`src/rtl/enemy_control.sv`:
```
// Enemy sprite controller: spawns an enemy, walks it one pixel per step toward a
// target base, and handles interception (explosion phase) and arrival (one-clk pulse).
module enemy_control #(
  parameter int OUT_WIDTH    = 8,
  parameter int X_SPAWN      = 255,
  parameter int Y_SPAWN      = 0,
  parameter int X_TARGET     = 64,
  parameter int Y_TARGET     = 128,
  parameter int X_PARK       = 0,
  parameter int STEP_DIV     = 2,
  parameter int DESTROY_TIME = 3
) (
  input  logic                 clk,
  input  logic                 rst,
  input  logic                 frame_tick,
  input  logic                 spawn,
  input  logic                 hit,
  output logic [OUT_WIDTH-1:0] xenemy,
  output logic [OUT_WIDTH-1:0] yenemy,
  output logic                 enemy_active,
  output logic                 enemy_destroyed,
  output logic                 enemy_arrived
);

  localparam logic [2:0] S_RESET     = 3'd0;
  localparam logic [2:0] S_IDLE      = 3'd1;
  localparam logic [2:0] S_FLYING    = 3'd2;
  localparam logic [2:0] S_DESTROYED = 3'd3;
  localparam logic [2:0] S_ARRIVED   = 3'd4;

  localparam logic [OUT_WIDTH-1:0] X_SPAWN_C  = OUT_WIDTH'(X_SPAWN);
  localparam logic [OUT_WIDTH-1:0] Y_SPAWN_C  = OUT_WIDTH'(Y_SPAWN);
  localparam logic [OUT_WIDTH-1:0] X_TARGET_C = OUT_WIDTH'(X_TARGET);
  localparam logic [OUT_WIDTH-1:0] Y_TARGET_C = OUT_WIDTH'(Y_TARGET);
  localparam logic [OUT_WIDTH-1:0] X_PARK_C   = OUT_WIDTH'(X_PARK);

  // One counter serves both the step divider and the explosion timer.
  localparam int CNT_MAX = (STEP_DIV > DESTROY_TIME) ? STEP_DIV : DESTROY_TIME;
  localparam int CNT_W   = (CNT_MAX > 1) ? $clog2(CNT_MAX) : 1;
  localparam logic [CNT_W-1:0] STEP_LAST    = CNT_W'(STEP_DIV - 1);
  localparam logic [CNT_W-1:0] DESTROY_LAST = CNT_W'(DESTROY_TIME - 1);

  logic [2:0]           state_q, state_d;
  logic [OUT_WIDTH-1:0] x_q, x_d, y_q, y_d;
  logic [CNT_W-1:0]     cnt_q, cnt_d;
  logic                 active_q, active_d;
  logic                 destroyed_q, destroyed_d;
  logic                 arrived_q, arrived_d;
  logic [OUT_WIDTH-1:0] step_x, step_y;

  // Each axis moves one unit toward its target and never overshoots.
  always_comb begin
    if (x_q > X_TARGET_C)      step_x = x_q - OUT_WIDTH'(1);
    else if (x_q < X_TARGET_C) step_x = x_q + OUT_WIDTH'(1);
    else                       step_x = x_q;
    if (y_q > Y_TARGET_C)      step_y = y_q - OUT_WIDTH'(1);
    else if (y_q < Y_TARGET_C) step_y = y_q + OUT_WIDTH'(1);
    else                       step_y = y_q;
  end

  always_comb begin
    // NOTE: every signal gets a default here so no path leaves it unassigned (no latch).
    state_d = state_q;
    x_d     = x_q;
    y_d     = y_q;
    cnt_d   = cnt_q;
    case (state_q)
      S_RESET: begin
        state_d = S_IDLE;
        x_d     = X_PARK_C;
        y_d     = Y_SPAWN_C;
        cnt_d   = '0;
      end
      S_IDLE: begin
        x_d   = X_PARK_C;
        y_d   = Y_SPAWN_C;
        cnt_d = '0;
        if (spawn) begin
          state_d = S_FLYING;
          x_d     = X_SPAWN_C;
        end
      end
      S_FLYING: begin
        // A hit freezes the enemy where it is, even on its final step.
        if (hit) begin
          state_d = S_DESTROYED;
          cnt_d   = '0;
        end else if (frame_tick) begin
          if (cnt_q == STEP_LAST) begin
            cnt_d = '0;
            x_d   = step_x;
            y_d   = step_y;
            if (step_x == X_TARGET_C && step_y == Y_TARGET_C) state_d = S_ARRIVED;
          end else begin
            cnt_d = cnt_q + CNT_W'(1);
          end
        end
      end
      S_DESTROYED: begin
        if (frame_tick) begin
          if (cnt_q == DESTROY_LAST) begin
            state_d = S_IDLE;
            cnt_d   = '0;
            x_d     = X_PARK_C;
            y_d     = Y_SPAWN_C;
          end else begin
            cnt_d = cnt_q + CNT_W'(1);
          end
        end
      end
      S_ARRIVED: begin
        state_d = S_IDLE;
        x_d     = X_PARK_C;
        y_d     = Y_SPAWN_C;
      end
      default: begin
        state_d = S_RESET;
        x_d     = X_PARK_C;
        y_d     = Y_SPAWN_C;
        cnt_d   = '0;
      end
    endcase
  end

  // Status flags are decoded from the next state so they register alongside it.
  always_comb begin
    active_d    = (state_d == S_FLYING);
    destroyed_d = (state_d == S_DESTROYED);
    arrived_d   = (state_d == S_ARRIVED);
  end

  always_ff @(posedge clk) begin
    // NOTE: non-blocking assignments so all flops update from the same pre-edge values.
    if (rst) begin
      state_q     <= S_RESET;
      x_q         <= X_PARK_C;
      y_q         <= Y_SPAWN_C;
      cnt_q       <= '0;
      active_q    <= 1'b0;
      destroyed_q <= 1'b0;
      arrived_q   <= 1'b0;
    end else begin
      state_q     <= state_d;
      x_q         <= x_d;
      y_q         <= y_d;
      cnt_q       <= cnt_d;
      active_q    <= active_d;
      destroyed_q <= destroyed_d;
      arrived_q   <= arrived_d;
    end
  end

  assign xenemy          = x_q;
  assign yenemy          = y_q;
  assign enemy_active    = active_q;
  assign enemy_destroyed = destroyed_q;
  assign enemy_arrived   = arrived_q;

endmodule

```
`config.mk`:
```
export PLATFORM = sky130hd
export DESIGN_NAME = enemy_control
export DESIGN_NICKNAME = d
export VERILOG_FILES = /design/src/rtl/enemy_control.sv
export SDC_FILE = /design/constraint.sdc
export NUM_CORES = 1
export LEC_CHECK = 0
export BUFFER_PORTS_ARGS = -buffer_cell sky130_fd_sc_hd__buf_2
export CAP_MARGIN = 5
export CORE_AREA = 2 2 81 83
export DETAILED_ROUTE_END_ITERATION = 6
export DIE_AREA = 0 0 83 85
export PLACE_DENSITY = 0.48
export REMOVE_ABC_BUFFERS = 1
export SLEW_MARGIN = 0
export SYNTH_ARGS = -nofsm -noshare
export SYNTH_HDL_FRONTEND = slang
export SYNTH_SLANG_ARGS = --single-unit
export TNS_END_PERCENT = 30
```
`constraint.sdc`:
```
create_clock -name clk -period 2.6 [get_ports clk]
set_input_delay 0.39 -clock clk [delete_from_list [all_inputs] [get_ports clk]]
set_output_delay 0.39 -clock clk [all_outputs]
set_load 0.02 [all_outputs]
```
==> flow_summary.json <==
{
  "root_buffer": "clkbuf_8",
  "dieWidth_um": 83,
  "worstPathCellList": "inv_1, ha_1, or3b_4, or4_1, nand3_1, nand4_1, nor4_2, and4_1",
  "outcome": "finished clean",
  "cts_sinks": 24,
  "drc": 0,
  "initial_core_util_pct": 28.8,
  "clock-skew-final_ns": 0.00202,
  "dr.pass1.iters": 5,
  "cpPeakStageDelay_ns": 0.46,
  "hold_viol": 0,
  "grt_pass1_vias": 1572,
  "worst_pin_slew_ns": 0.538,
  "grt_antenna_before_repair": 0,
  "grt_max_degree": 22,
  "detail_route.iter0.violations": 103,
  "cts_setup_buffers": 0,
  "cts.clk_slew.worst_paths_ns": 0.09,
  "syn-cell-area_um2": 1790,
  "mostFrequentLayoutCells": "nor2_1, dfxtp_1, buf_2",
  "path_max_fanout": 4,
  "track_usage_pct": 12.8,
  "synth_cell_types": 53,
  "path_buf_inv": 1,
  "grt_pass1_wl_mm": 7.71,
  "hp-class": "input pin to flip-flop",
  "place_congestion": 0.784,
  "timing.hold.worst.start": "rst",
  "critPathLaunchType": "flip-flop",
  "fp-row-count": 29,
  "drv_slew": 0,
  "wl_mm": 4.66,
  "fillCellCount": 667,
  "cts_buffers": 3,
  "drtAntennaViolNets": 0,
  "fin_crit_ns": 2.34,
  "p_per_area_nw_per_um2": 432,
  "crit_type": "flip-flop to flip-flop",
  "synth_edf_count": 0,
  "netlist_instances": 234,
  "startpoint": "xenemy[0]",
  "path_delay_family": "simple AND/OR/NAND/NOR gates",
  "io_pins": 24,
  "wl_per_cell_um": 14.0,
  "power_leakage_nw": 0.851,
  "crit_slowest_cell": "or4_1",
  "areaGrowthSynthToFinish_pct": 16.6,
  "dieArea_um2": 7060,
  "yosys_warnings": 0,
  "slew_headroom_pct": 64.1,
  "dp.final_hpwl_mm": 3.39,
  "vias": 1810,
  "ctsHoldBuffers": 0,
  "setup_tns_ns": 0,
  "finalNonFillerCells": 334,
  "tritoncts": "yes",
  "clock_latency_ns": 0.27,
  "portBuffers": 23,
  "dp_cells": 330,
  "die_h_um": 85,
  "h-tree-depth": 1,
  "coreArea_um2": 6200,
  "rsz0062_at_grt": "no",
  "cap_viol_max_count": 0,
  "setup_viol": 0,
  "num_antenna_cells": 0,
  "layout.cells.most_common": "nor2_1",
  "layout-drive-gt1-share_pct": 17.5,
  "synth-seq-cells": 24,
  "synth_ff_type": "dfxtp_1",
  "worstSetupEndpointType": "flip-flop",
  "nNetsFinal": 267,
  "peakVddDrop_v": 0.000221,
  "cp.required_ns": 2.81,
  "critPathArrivalTime_ns": 2.55,
  "worst_r2r_startpoint": "xenemy[0]",
  "synth-seq-area-share_pct": 26.9,
  "post-route-period-util_pct": 90.0,
  "grt-ovfl-total": 0,
  "cts_max_path_buffers": 2,
  "cts_resized": 0,
  "viasPerCell": 5.42,
  "syn_avg_cell_area_um2": 7.63,
  "async_flop_share_pct": 0,
  "fmax_mhz": 427
}
==> area by class of cell <==
class	instances	area [um2]	area share (%)
timing repair buffer	36	213	10.2
sequential	24	480	23.1
inverter	6	22.5	1.08
tap	77	96.3	4.63
clock buffer	3	41.3	1.98
clock inverter	1	30.0	1.44
multi-input combinational	187	1200	57.6
==> synth_stat cells (3+ instances only) <==
| cell type | count | area [um2] |
|---|---|---|
| a21o_1 | 5 | 37.5 |
| xnor2_1 | 4 | 35.0 |
| nor4bb_1 | 3 | 30.0 |
| ha_1 | 4 | 50.1 |
| inv_1 | 6 | 22.5 |
| nor3_1 | 4 | 20.0 |
| or3_1 | 5 | 31.3 |
| a221oi_1 | 6 | 52.6 |
| nand2_1 | 7 | 26.3 |
| nor4_1 | 5 | 31.3 |
| and4_1 | 3 | 26.3 |
| a31oi_1 | 3 | 18.8 |
| buf_2 | 4 | 20.0 |
| nand2b_1 | 7 | 43.8 |
| a211oi_1 | 4 | 30.0 |
| nand3_1 | 5 | 25.0 |
| nor2b_1 | 9 | 56.3 |
| nand4_1 | 4 | 25.0 |
| clkbuf_1 | 11 | 41.3 |
| o22a_1 | 3 | 26.3 |
| dfxtp_1 | 24 | 480 |
| nor2_1 | 32 | 120 |
| o21ai_0 | 9 | 45.0 |
| a21oi_1 | 21 | 105 |
| o22ai_1 | 3 | 18.8 |
| nand3b_1 | 4 | 30.0 |
| and3_1 | 3 | 18.8 |
==> power by group <==
part,total (mW),internal (mW),switching (mW)
Combinational,0.167,0.0721,0.0944
Clock,0.330,0.206,0.125
Sequential,0.402,0.379,0.0224
Total,0.899,0.657,0.242
==> registers in the layout, summed over array words and instances, names as in the netlist <==
signal,cells
xenemy,8
yenemy,8
state_q,3
enemy_arrived,1
enemy_destroyed,1
enemy_active,1
cnt_q,2
==> per-layer routing <==
layer | part of all wire [%] | vias to the layer above | GRT usage (%)
met5 | 0 | - | 0
met4 | 0.99 | 0 | 3.13
met3 | 2.0 | 4 | 1.17
li1 | - | 927 | -
met2 | 46 | 27 | 20.7
met1 | 51 | 852 | 18.3
==> worst reg2reg max path, stage by stage (launching register included) <==
cell,delay [ns]
dfxtp_1,0.32
inv_1,0.08
ha_1,0.22
or3b_4,0.40
or4_1,0.46
nand3_1,0.11
nand4_1,0.11
nor4_2,0.35
and4_1,0.24
==> logic make-up (layout without fill, tap and decap cells) <==
kind of cell | Yosys count | in the layout | share of synthesized area (%)
adder cells (fa/ha/maj) | 4 | 4 | 2.80
XOR/XNOR | 6 | 6 | 2.94
AO/OA/AOI/OAI | 72 | 72 | 27.2
AND/OR/NAND/NOR | 105 | 105 | 34.2
flip-flops | 24 | 24 | 26.9
buffers and inverters | 23 | 46 | 5.96
==> stage by stage <==
step                      utilization (%)  power (mW)  hold WS, ns  cell area (um2)  worst slack [ns]
final                                33.6       0.899        0.525             2080             0.259
after global routing                 33.6       0.945        0.535             2080            0.0671
after CTS                            33.6       0.915        0.523             2080             0.244
after detailed placement             32.4       0.577        0.531             2010             0.264
after global placement               32.4       0.580        0.534             2010             0.265
after floorplan                         -       0.516        0.459             1700             0.245
==> path summary, 6_finish.rpt <==
check                                     end  slack, ns  cells after the start
worst max-delay path            enemy_arrived       0.26                      8
worst min-delay path                yenemy[3]       0.52                      2
worst max register to register  enemy_arrived       0.26                      8
worst min register to register       cnt_q[1]       0.56                      2
Power figures use the tool's default switching activity.
